--- config.mk ---
export PLATFORM = sky130hd
export DESIGN_NAME = matrix_loader
export DESIGN_NICKNAME = d
export VERILOG_FILES = /design/src/rtl/matrix_loader.sv
export SDC_FILE = /design/constraint.sdc
export NUM_CORES = 1
export LEC_CHECK = 0
export BUFFER_PORTS_ARGS = -buffer_cell sky130_fd_sc_hd__buf_4
export CAP_MARGIN = 20
export CORE_AREA = 2 2 183 185
export CTS_CLUSTER_SIZE = 8
export DETAILED_ROUTE_END_ITERATION = 8
export DIE_AREA = 0 0 185 187
export GPL_TIMING_DRIVEN = 0
export PLACE_DENSITY_LB_ADDON = 0.25
export SYNTH_ARGS = -nofsm -noshare
export SYNTH_HDL_FRONTEND = slang
export SYNTH_SLANG_ARGS = --single-unit
export TNS_END_PERCENT = 1
--- constraint.sdc ---
create_clock -name clk -period 3 [get_ports clk]
set_clock_uncertainty 0.05 [all_clocks]
set_input_delay 0.3 -clock clk [delete_from_list [all_inputs] [get_ports clk]]
set_output_delay 0.3 -clock clk [all_outputs]
set_load 0.05 [all_outputs]
--- src/rtl/matrix_loader.sv ---
`default_nettype none
// +--------------------------------------------------------------------------+
// | matrix_loader                                                            |
// | Pulls two matrices and a config word from memory, drives an external     |
// | multiplier and writes the packed product back to memory.                 |
// | Revision: 1.0                                                            |
// +--------------------------------------------------------------------------+
module matrix_loader #(
  parameter int R1     = 2,
  parameter int C1     = 2,
  parameter int C2     = 2,
  parameter int WIDTH  = 32,
  parameter int ADDR_W = 5
) (
  input  logic                      clk,
  input  logic                      rst,
  input  logic                      go,
  output logic                      busy,
  output logic                      done,
  output logic                      err,
  output logic [ADDR_W-1:0]         mem_addr,
  output logic                      mem_rd,
  input  logic [31:0]               mem_rdata,
  output logic                      mem_wr,
  output logic [31:0]               mem_wdata,
  output logic                      mm_rst_n,
  output logic                      mm_start,
  output logic                      mm_show,
  input  logic                      mm_finish,
  output logic [R1*C1*WIDTH-1:0]    mm_mat1,
  output logic [C1*C2*WIDTH-1:0]    mm_mat2,
  input  logic [R1*C2*WIDTH-1:0]    mm_result
);

  localparam int c_m1  = R1 * C1;
  localparam int c_m2  = C1 * C2;
  localparam int c_m3  = R1 * C2;
  localparam int c_nrd = c_m1 + c_m2;

  localparam logic [31:0]       c_cfg      = {8'(C2), 8'(C1), 8'(C1), 8'(R1)};
  localparam logic [ADDR_W-1:0] c_rd_last  = ADDR_W'(c_nrd);
  localparam logic [ADDR_W-1:0] c_res_base = ADDR_W'(c_nrd + 2);
  localparam logic [ADDR_W-1:0] c_wr_last  = ADDR_W'(c_m3 - 1);

  typedef enum logic [3:0] {
    S_IDLE     = 4'd0,
    S_RD_CFG   = 4'd1,
    S_CHK      = 4'd2,
    S_RD_MAT   = 4'd3,
    S_CLR      = 4'd4,
    S_START    = 4'd5,
    S_WAIT_FIN = 4'd6,
    S_SHOW     = 4'd7,
    S_WR_RES   = 4'd8,
    S_DONE     = 4'd9
  } state_t;

  state_t                  r_state;
  logic [ADDR_W-1:0]       r_idx;
  logic [c_nrd*WIDTH-1:0]  r_mats;
  logic [c_m3*WIDTH-1:0]   r_result;
  logic                    r_mm_rst_n;
  logic [WIDTH-1:0]        w_rd_word;
  logic [31:0]             w_res_top;

  assign w_rd_word = WIDTH'(mem_rdata);
  assign w_res_top = 32'(r_result[c_m3*WIDTH-1 -: WIDTH]);

  // Both matrices live in one shift register: the first word read ends up
  // in the most-significant slice, which is element 0 of matrix 1.
  assign mm_mat1  = r_mats[c_nrd*WIDTH-1 -: c_m1*WIDTH];
  assign mm_mat2  = r_mats[c_m2*WIDTH-1:0];
  assign busy     = (r_state != S_IDLE);
  assign err      = (r_state == S_CHK) && (mem_rdata != c_cfg);
  assign mm_rst_n = rst & r_mm_rst_n;

  always_ff @(posedge clk or negedge rst) begin
    if (!rst) begin
      r_state    <= S_IDLE;
      r_idx      <= '0;
      r_mats     <= '0;
      r_result   <= '0;
      r_mm_rst_n <= 1'b1;
      done       <= 1'b0;
      mem_addr   <= '0;
      mem_rd     <= 1'b0;
      mem_wr     <= 1'b0;
      mem_wdata  <= '0;
      mm_start   <= 1'b0;
      mm_show    <= 1'b0;
    end else begin
      case (r_state)
        S_IDLE: begin
          if (go) begin
            r_state  <= S_RD_CFG;
            mem_rd   <= 1'b1;
            mem_addr <= '0;
          end
        end
        S_RD_CFG: begin
          mem_rd  <= 1'b0;
          r_state <= S_CHK;
        end
        S_CHK: begin
          if (mem_rdata == c_cfg) begin
            r_state  <= S_RD_MAT;
            mem_rd   <= 1'b1;
            mem_addr <= ADDR_W'(2);
            r_idx    <= '0;
          end else begin
            r_state  <= S_IDLE;
          end
        end
        S_RD_MAT: begin
          // r_idx counts RD_MAT cycles; data for read r_idx-1 is on mem_rdata now.
          if (r_idx != '0) begin
            r_mats <= {r_mats[(c_nrd-1)*WIDTH-1:0], w_rd_word};
          end
          if ((r_idx + ADDR_W'(1)) < c_rd_last) begin
            mem_addr <= r_idx + ADDR_W'(3);
          end else begin
            mem_rd   <= 1'b0;
            mem_addr <= '0;
          end
          if (r_idx == c_rd_last) begin
            r_state    <= S_CLR;
            r_mm_rst_n <= 1'b0;
          end
          r_idx <= r_idx + ADDR_W'(1);
        end
        S_CLR: begin
          r_mm_rst_n <= 1'b1;
          mm_start   <= 1'b1;
          r_state    <= S_START;
        end
        S_START: begin
          r_state <= S_WAIT_FIN;
        end
        S_WAIT_FIN: begin
          if (mm_finish) begin
            mm_start <= 1'b0;
            r_result <= mm_result;
            mm_show  <= 1'b1;
            r_state  <= S_SHOW;
          end
        end
        S_SHOW: begin
          mm_show   <= 1'b0;
          mem_wr    <= 1'b1;
          mem_addr  <= c_res_base;
          mem_wdata <= w_res_top;
          r_result  <= r_result << WIDTH;
          r_idx     <= '0;
          r_state   <= S_WR_RES;
        end
        S_WR_RES: begin
          if (r_idx == c_wr_last) begin
            mem_wr    <= 1'b0;
            mem_addr  <= '0;
            mem_wdata <= '0;
            done      <= 1'b1;
            r_state   <= S_DONE;
          end else begin
            mem_addr  <= mem_addr + ADDR_W'(1);
            mem_wdata <= w_res_top;
            r_result  <= r_result << WIDTH;
            r_idx     <= r_idx + ADDR_W'(1);
          end
        end
        S_DONE: begin
          done    <= 1'b0;
          r_state <= S_IDLE;
        end
        default: begin
          r_state <= S_IDLE;
        end
      endcase
    end
  end

endmodule
`default_nettype wire

# == Word level (Yosys, flattened, before mapping) ==
# Cells that the tools add are included.
# totals
ff_bits,436
input_bits,164
out_inout_bits,301
word_cells,94
# classes
add_sub_neg,3
n_lt_le_gt_ge,1
eq_ne,20
n_mux,33
n_bitwise,1
reduce_logical,24
# ops
cell,count
128-bit case mux with 3 select lines,1
128-bit 2-to-1 mux,2
32-bit case mux with 2 select lines,1
4-bit case mux with 9 select lines,1
"32-bit by 26-bit == test with 1-bit output, second input constant",1
32-bit 2-to-1 mux,1
"32-bit by 26-bit inequality test with 1-bit output, second input constant",1
5-bit 2-to-1 mux,6
5-bit case mux with 5 select lines,1
5-bit case mux with 4 select lines,1
"4-bit by 3-bit == test with 1-bit output, second input constant",4
4-bit 2-to-1 mux,4
"2-bit inequality test, second input constant",6
2-bit AND reduction,6
4-bit nonzero test,3
"5-bit by 1-bit adder with 5-bit output, second input constant",2
1-bit case mux with 2 select lines,5
2-bit nonzero test,5
5-bit nonzero test,2
3-bit AND reduction,3
"4-bit by 2-bit == test with 1-bit output, second input constant",2
"4-bit == test, second input constant",2
1-bit 2-to-1 mux,8
4-bit AND reduction,2
other kinds (12),12

# == Longest topological paths before layout ==
# Gate-level depths: netlist (run 1).
# logic_depth
depth_word,4
ltp_mapped,9
depth_no_buf,7

# == Worst setup path after synthesis (run 1) ==
# Ideal clock, no wire load.
# synth_timing
kind,register to register
start,reg r_state[2]
end,reg r_idx[0]
setup_ns,0.125
t_arrival_ns,1.855
required_ns,2.825
slack_ns,0.970
stages_incl_launch_ff,7
n_path_buf,1
synth_period_minus_slack_ns,2.030
cell_sequence,dfrtp_1 > buf_2 > nor2_1 > nand2_1 > a211oi_4 > nor3_2 > mux2_2
# synth_via
elab_chain_cells,3
word_cells_on_any_way,9
cone_classes,eq/ne (6); mux (1); reduce/logical (2)
# synth_lines
item,line,source
from (decl),58,state_t r_state;
from (signal assigned),79,r_state <= S_IDLE;
from (signal assigned),95,r_state <= S_RD_CFG;
from (signal assigned),102,r_state <= S_CHK;
"4-bit == test, or another cell as far along",92,case (r_state)
"2-bit inequality test (no source line), or another cell as far along",n/a,
3-bit AND reduction (no source line),n/a,
to (signal assigned),129,r_idx <= r_idx + ADDR_W'(1);
to (signal assigned),167,r_idx <= r_idx + ADDR_W'(1);
to (decl),59,logic [ADDR_W-1:0] r_idx;
# Parallel ways exist; a longest one is shown, timed or not.
# A chain may end at the register's enable or synchronous reset.

# == Worst setup path after layout (run 1) ==
# layout_timing
start,in mem_rdata[8]
end,out err
# layout_via
elab_chain_cells,2
# layout_lines
item,line,source
from (decl),23,"input logic [31:0] mem_rdata,"
32-bit by 26-bit inequality test with 1-bit output,74,assign err = (r_state == S_CHK) && (mem_rdata != c_cfg);
1-bit logical AND,74,
to (decl),20,"output logic err,"
# Every way passes these cells.

==> reports/metrics.cfg, run 1 <==
[status]
outcome=completed

[placed_design]
portBuffers=464
dp_hpwl_um=39200
dp.cells=2424
gp_congestion=0.912

[sta]
tns_ps=0
setup_viol=0
fin_crit_ps=2660
report.final.slew_viol_count=0
period_share_pct=88.8
maxSlewHeadroom_pct=44.5
fmax_ghz=0.375
tightest_slew_ps=833
finalHoldViolCount=0
rsz0062_at_grt=false

[die]
die_area_um2=34600
start_util_pct=54.0
core_um2=32900
fp-row-count=67
dieHeight_um=187
die_w_um=185
ios=465

[pwr]
power_mw=34.9
leakage_nw=11.7
power.density_nw_per_um2=1390
max-vdd-ir-drop_mv=0.965

[clock_tree]
htreeDepth=2
cts_sinks=436
clockBufferDepth=3
cts_tree=yes
numCtsBuffers=60
clk_latency_ps=600
cts_resized=0
cts_root_buffer=clkbuf_16
clkSlewWorstSetupHoldPaths_ps=50

[drt]
drc=0
vias=14900
dr.pass1.iters=7
drtIter0Drc=1114
detail_route.wl_per_cell_um=21.8
totalWireLength_um=58000
vias_per_cell=5.58
antenna_left=0

[critical_path]
end_kind=output port
crit_chain=dlygate4sd3_1 -> buf_4 -> nor4b_1 -> and4_2 -> a211oi_4 -> buf_4
max_stage_delay_ps=560
critical_path.most_common_cell=buf_4
crit_arrival_ps=2310
crit_slowest_cell=dlygate4sd3_1
crit_path_start_kind=input port
cp.required_ps=2650
critPathKind=input port to output port
crit_fanout=7

[synthesis]
synthArstFlopShare_pct=100
synth_area_leader_cell=dfrtp_1
synth.distinct_cells=58
synth_edf_count=0
synth_top_area_share_pct=61.3
ys_ff_latch=436
yosys_most_used_dff=dfrtp_1
synth-warning-count=0
syn_inst=1509
ys_top_cells_by_area=dfrtp_1, mux2_2, nand2_1
syn_nets=1677
synthesis.area_um2=17800
synth_area_per_cell_um2=11.8
synth_seq_area_share_pct=61.4

[cells_and_area]
final_common_cell=buf_4
seq_area_um2=10900
final_cell_mix=buf_4, dfrtp_1, nand2_1, mux2_2, dlygate4sd3_1
drive_gt1_share_pct=39.6
fill_cells=2004
multi_input_area_um2=6280
final_net_count=2368
synthToLayoutAreaGrowth_pct=41.5
final_cells=2662
final_core_util_pct=76.5

[global_routing]
antenna_found_initial=1
grtUsageTotal_pct=33.5
grt_pass1_vias=15600
grt_max_degree=129
grt.overflow.total=0
grt_pass1_wl_um=88700

[min_path]
hold_path_class=input port to register

[job]
max_cap_violations=0

[registers in the layout (all words and copies together), names as in the netlist]
| signal | count |
|---|---|
| done | 1 |
| mem_addr | 5 |
| mem_rd | 1 |
| mem_wdata | 32 |
| mem_wr | 1 |
| mm_show | 1 |
| mm_start | 1 |
| r_idx | 5 |
| r_mats | 256 |
| r_mm_rst_n | 1 |
| r_result | 128 |
| r_state | 4 |
[where the power goes]
part | total [mW] | switching [mW] | internal (mW) | leakage, nW
sequential | 11.1 | 2.27 | 8.86 | 5.09
combinational | 17.7 | 12.0 | 5.76 | 5.79
clock | 6.04 | 2.41 | 3.63 | 0.788
[worst max-delay path: cells and delay by family]
family                 cells  cell delay (ps)
buffers and inverters      3              930
AND/OR/NAND/NOR            2              950
AO/OA/AOI/OAI              1              130
[synth_stat cells, drive strengths merged (2+ instances only)]
cell type	instances
nand2	334
o21ai	6
inv	6
or2	3
and4	2
xor2	2
nor3	3
a31oi	98
nor4	4
a211o	3
and2	3
clkbuf	23
dfrtp	435
a21o	4
a21oi	47
nand3	39
buf	78
ha	4
o31ai	3
mux2	257
nor4b	7
nor2	116
mux2i	3
nand2b	6
or3b	2
[path summary, 6_finish.rpt]
check,from,to,slack [ps],cells after the start
setup / recovery,mem_rdata[8],err,340,6
hold / removal,go,mem_rd,140,4
setup reg to reg,r_state[0],r_result[100],440,8
hold reg to reg,r_result[1],r_result[1],420,2
max in group asynchronous,rst,r_mats[230],650,5
min in group asynchronous,rst,r_mats[244],260,2
[metrics by stage]
stage	hold WS, ps	setup slack (ps)	area [um^2]
floorplan	-45.6	970	17800
global placement	400	-2600	21800
detailed placement	330	450	21900
CTS	118	389	25100
global route	142	193	25100
finish	141	335	25100
[final cells by class]
class / count / share of cell area (%)
antenna: 1 / 0.00996
buffer: 101 / 2.17
clock buffer: 71 / 6.14
clock inverter: 4 / 0.299
inverter: 6 / 0.0896
multi-input combinational: 966 / 25.0
sequential: 436 / 43.4
tap: 448 / 2.23
timing repair buffer: 629 / 20.7
[metal layers]
layer  track usage, %  vias up  part of all wire, %
li1                 -     6540                    -
met1             39.4     7315                   37
met2             55.9      762                   49
met3             7.67      247                  7.4
met4             20.0        0                  6.6
met5                0        -                    0
[logic make-up after synthesis]
| logic type | count (synthesis) | share of synthesized area (%) |
|---|---|---|
| AO/OA/AOI/OAI | 171 | 6.00 |
| XOR/XNOR | 3 | 0.148 |
| adder cells (fa/ha/maj) | 4 | 0.282 |
| buffers and inverters | 107 | 3.19 |
| flip-flops | 436 | 61.4 |
| multiplexers | 260 | 16.5 |
| AND/OR/NAND/NOR | 528 | 12.5 |
[what timing repair did]
| item | CTS | global route |
|---|---|---|
| buffers inserted | 0 | 0 |
| hold buffers | 162 | 0 |
| hold endpoints to repair | 263 | 0 |
Power figures use the tool's default switching activity.
==> inputs of run 2 (changes only) <==
--- a/config.mk
+++ b/config.mk
@@ -7,12 +7,13 @@
 export LEC_CHECK = 0
 export BUFFER_PORTS_ARGS = -buffer_cell sky130_fd_sc_hd__buf_4
 export CAP_MARGIN = 20
-export CORE_AREA = 2 2 183 185
+export CORE_AREA = 2 2 192 194
 export CTS_CLUSTER_SIZE = 8
 export DETAILED_ROUTE_END_ITERATION = 8
-export DIE_AREA = 0 0 185 187
+export DIE_AREA = 0 0 194 196
 export GPL_TIMING_DRIVEN = 0
-export PLACE_DENSITY_LB_ADDON = 0.25
+export PLACE_DENSITY = 0.78
+export REMOVE_ABC_BUFFERS = 1
 export SYNTH_ARGS = -nofsm -noshare
 export SYNTH_HDL_FRONTEND = slang
 export SYNTH_SLANG_ARGS = --single-unit
==> run 2 against run 1 <==
The run now ends with setup timing left. Maximum frequency down 12%. Core utilization down 6.7 points. Via count down 3.4%. Register-to-register slack worse by 460 ps. Worst hold slack worse by 0.58 ps. Clock-buffer cell count up 1. Critical path type is now register to register.
==> reports/metrics.cfg, run 2 (same netlist as run 1, synthesis figures left out) <==
[pwr]
p_int_mw=18.3  ; +0.29%
max-vdd-ir-drop_mv=1.33  ; +38%
seqPwrFrac_pct=32.0  ; about the same
pwr-share-comb_pct=50.8  ; about the same
power.density_nw_per_um2=1380  ; -0.87%
power_frac_clock_pct=17.2  ; about the same
leakage_nw=11.5  ; -1.5%
power_mw=34.7  ; -0.75%
switching_share_pct=47.2  ; -0.54 points
switching_power_mw=16.3  ; -1.9%

[cells_and_area]
final_cell_mix=buf_4, dfrtp_1, nand2_1, mux2_2, dlygate4sd3_1
synthToLayoutAreaGrowth_pct=41.7
final_common_cell=buf_4
final_core_util_pct=69.7  ; -6.7 points
largestRegisters=r_mats x256, r_result x128, mem_wdata x32
final_cell_area_um2=25200  ; +0.12%
final_cells=2614  ; -1.8%
drive_gt1_share_pct=39.4  ; -0.25 points
largest_reg_flops=256  ; unchanged
final_net_count=2300  ; -2.9%
regMostFlops=r_mats
antenna_cells=0  ; -1

[critical_path]
rr_worst_depth=10  ; +2
r2r-end=r_result[37]
r2r_slack_ps=-20  ; -460 ps
r2r_start=r_state[0]
end_kind=register
startpoint=r_state[0]
crit_arrival_ps=3470  ; +1160 ps
cp.required_ps=3450  ; +800 ps
crit_fanout=39  ; +32
critPathKind=register to register
crit_path_start_kind=register

[drt]
detail_route.wl_per_cell_um=19.8  ; -9.3%
dr_wl_met3_um=3830  ; -11%
drtIter0Drc=969  ; -13%
antenna_left=0  ; unchanged
vias_per_cell=5.50  ; -1.6%
vias=14400  ; -3.4%
routed.top_layer=met4
route.met2.wl_um=26300  ; -7.1%
totalWireLength_um=51700  ; -11%
drc=0  ; unchanged
m1WireLength_um=19700  ; -8.4%
dr.pass1.iters=5  ; -2

[sta]
tightest_slew_ps=919  ; +86.5 ps
setup_ws_ps=-17.3  ; -353 ps
finalHoldViolCount=0  ; unchanged
fin_crit_ps=3020  ; +353 ps
report.final.slew_viol_count=0  ; unchanged
fmax_ghz=0.331  ; -12%
maxSlewHeadroom_pct=38.6  ; -5.8 points
setup_viol=1  ; +1
rsz0062_at_grt=true
period_share_pct=101  ; +12 points

[global_routing]
grt.overflow.total=0  ; unchanged
grt_pass1_vias=14700  ; -6.0%
grt_pass1_wl_um=80500  ; -9.3%
grt_max_degree=120  ; -7.0%
antenna_found_initial=0  ; -1
grtUsageTotal_pct=26.5  ; -7.0 points

[die]
ios=465  ; unchanged
fp-row-count=70  ; +4.5%
dieHeight_um=196  ; +4.8%
core_um2=36100  ; +9.8%
die_area_um2=38000  ; +9.9%
start_util_pct=49.2  ; -4.8 points
die_w_um=194  ; +4.9%

[placed_design]
placed_area_um2=21800  ; -0.51%
gp_congestion=0.854  ; -6.4%
dpl_worst_slack_ps=-478  ; -928 ps
dp_hpwl_um=30500  ; -22%
portBuffers=464  ; unchanged
dp.cells=2361  ; -2.6%

[clock_tree]
cts_tree=yes
clk_latency_ps=590  ; about the same
clkSlewWorstSetupHoldPaths_ps=50  ; about the same
clockBufferDepth=3  ; unchanged
htreeDepth=2  ; unchanged
cts_root_buffer=clkbuf_16
numCtsBuffers=60  ; unchanged
cts_sinks=436  ; unchanged

[job]
max_cap_violations=0  ; unchanged

[status]
outcome=finished, violations left
violations=setup timing

[min_path]
hold-path-cell-count=4  ; unchanged
hold_end=mem_rd
hold_path_class=input port to register
holdCritStartpoint=go

run 2: critical path, cell delays in order, from the launching register on:
cell,delay (ps)
dfrtp_4,590
nor4b_4,430
buf_4,210
nand2b_2,170
o21ai_4,240
buf_12,250
buf_16,200
buf_12,230
buf_12,220
nor2_1,90
a31oi_1,200
run 2: power groups by stage:
stage	Combinational, mW	Sequential (mW)	Clock [mW]
6_report	17.6	11.1	5.96
5_1_grt	18.4	11.5	6.32
4_1_cts	17.3	11.0	6.06
3_5_place_dp	17.0	11.1	0
3_3_place_gp	16.9	10.9	0
2_1_floorplan	4.82	17.7	0
run 2: repair_timing:
action	in CTS	in global routing
hold buffers	162	0
resized for setup	7	4
buffers inserted	0	12
gates cloned	2	1
endpoints found under the hold margin	259	0
pin swaps	1	4
setup endpoints to repair	160	161
run 2: stage by stage:
step           hold slack, ps  setup TNS [ps]
6_report                  140           -17.3
5_1_grt                   140           -3960
4_1_cts                   114           -5.14
3_5_place_dp              341          -38910
3_3_place_gp              399        -5776800
2_1_floorplan           -45.6        -3012430
run 2: final cells by class:
cell class / instances / area, um^2
clock buffer: 72 / 1550
clock inverter: 4 / 50.0
timing repair buffer: 660 / 5710
inverter: 6 / 35.0
multi-input combinational: 968 / 6320
sequential: 436 / 10900
fill: 2319 / 10900
tap: 468 / 586
run 2: worst max path at each step:
| stage | to | cells past startpoint |
|---|---|---|
| final | r_result[37] | 10 |
| after global routing | r_result[37] | 10 |
| after CTS | r_result[76] | 10 |
| after detailed placement | mem_wdata[19] | 9 |
| after global placement | r_mats[87] | 3 |
| after floorplan | r_mats[0] | 4 |
run 2: per-layer routing:
| metal | track usage, % | up-vias |
|---|---|---|
| met5 | 0 | - |
| met2 | 45.8 | 721 |
| met4 | 10.8 | 0 |
| met1 | 32.6 | 7094 |
| met3 | 5.59 | 140 |
| li1 | - | 6410 |
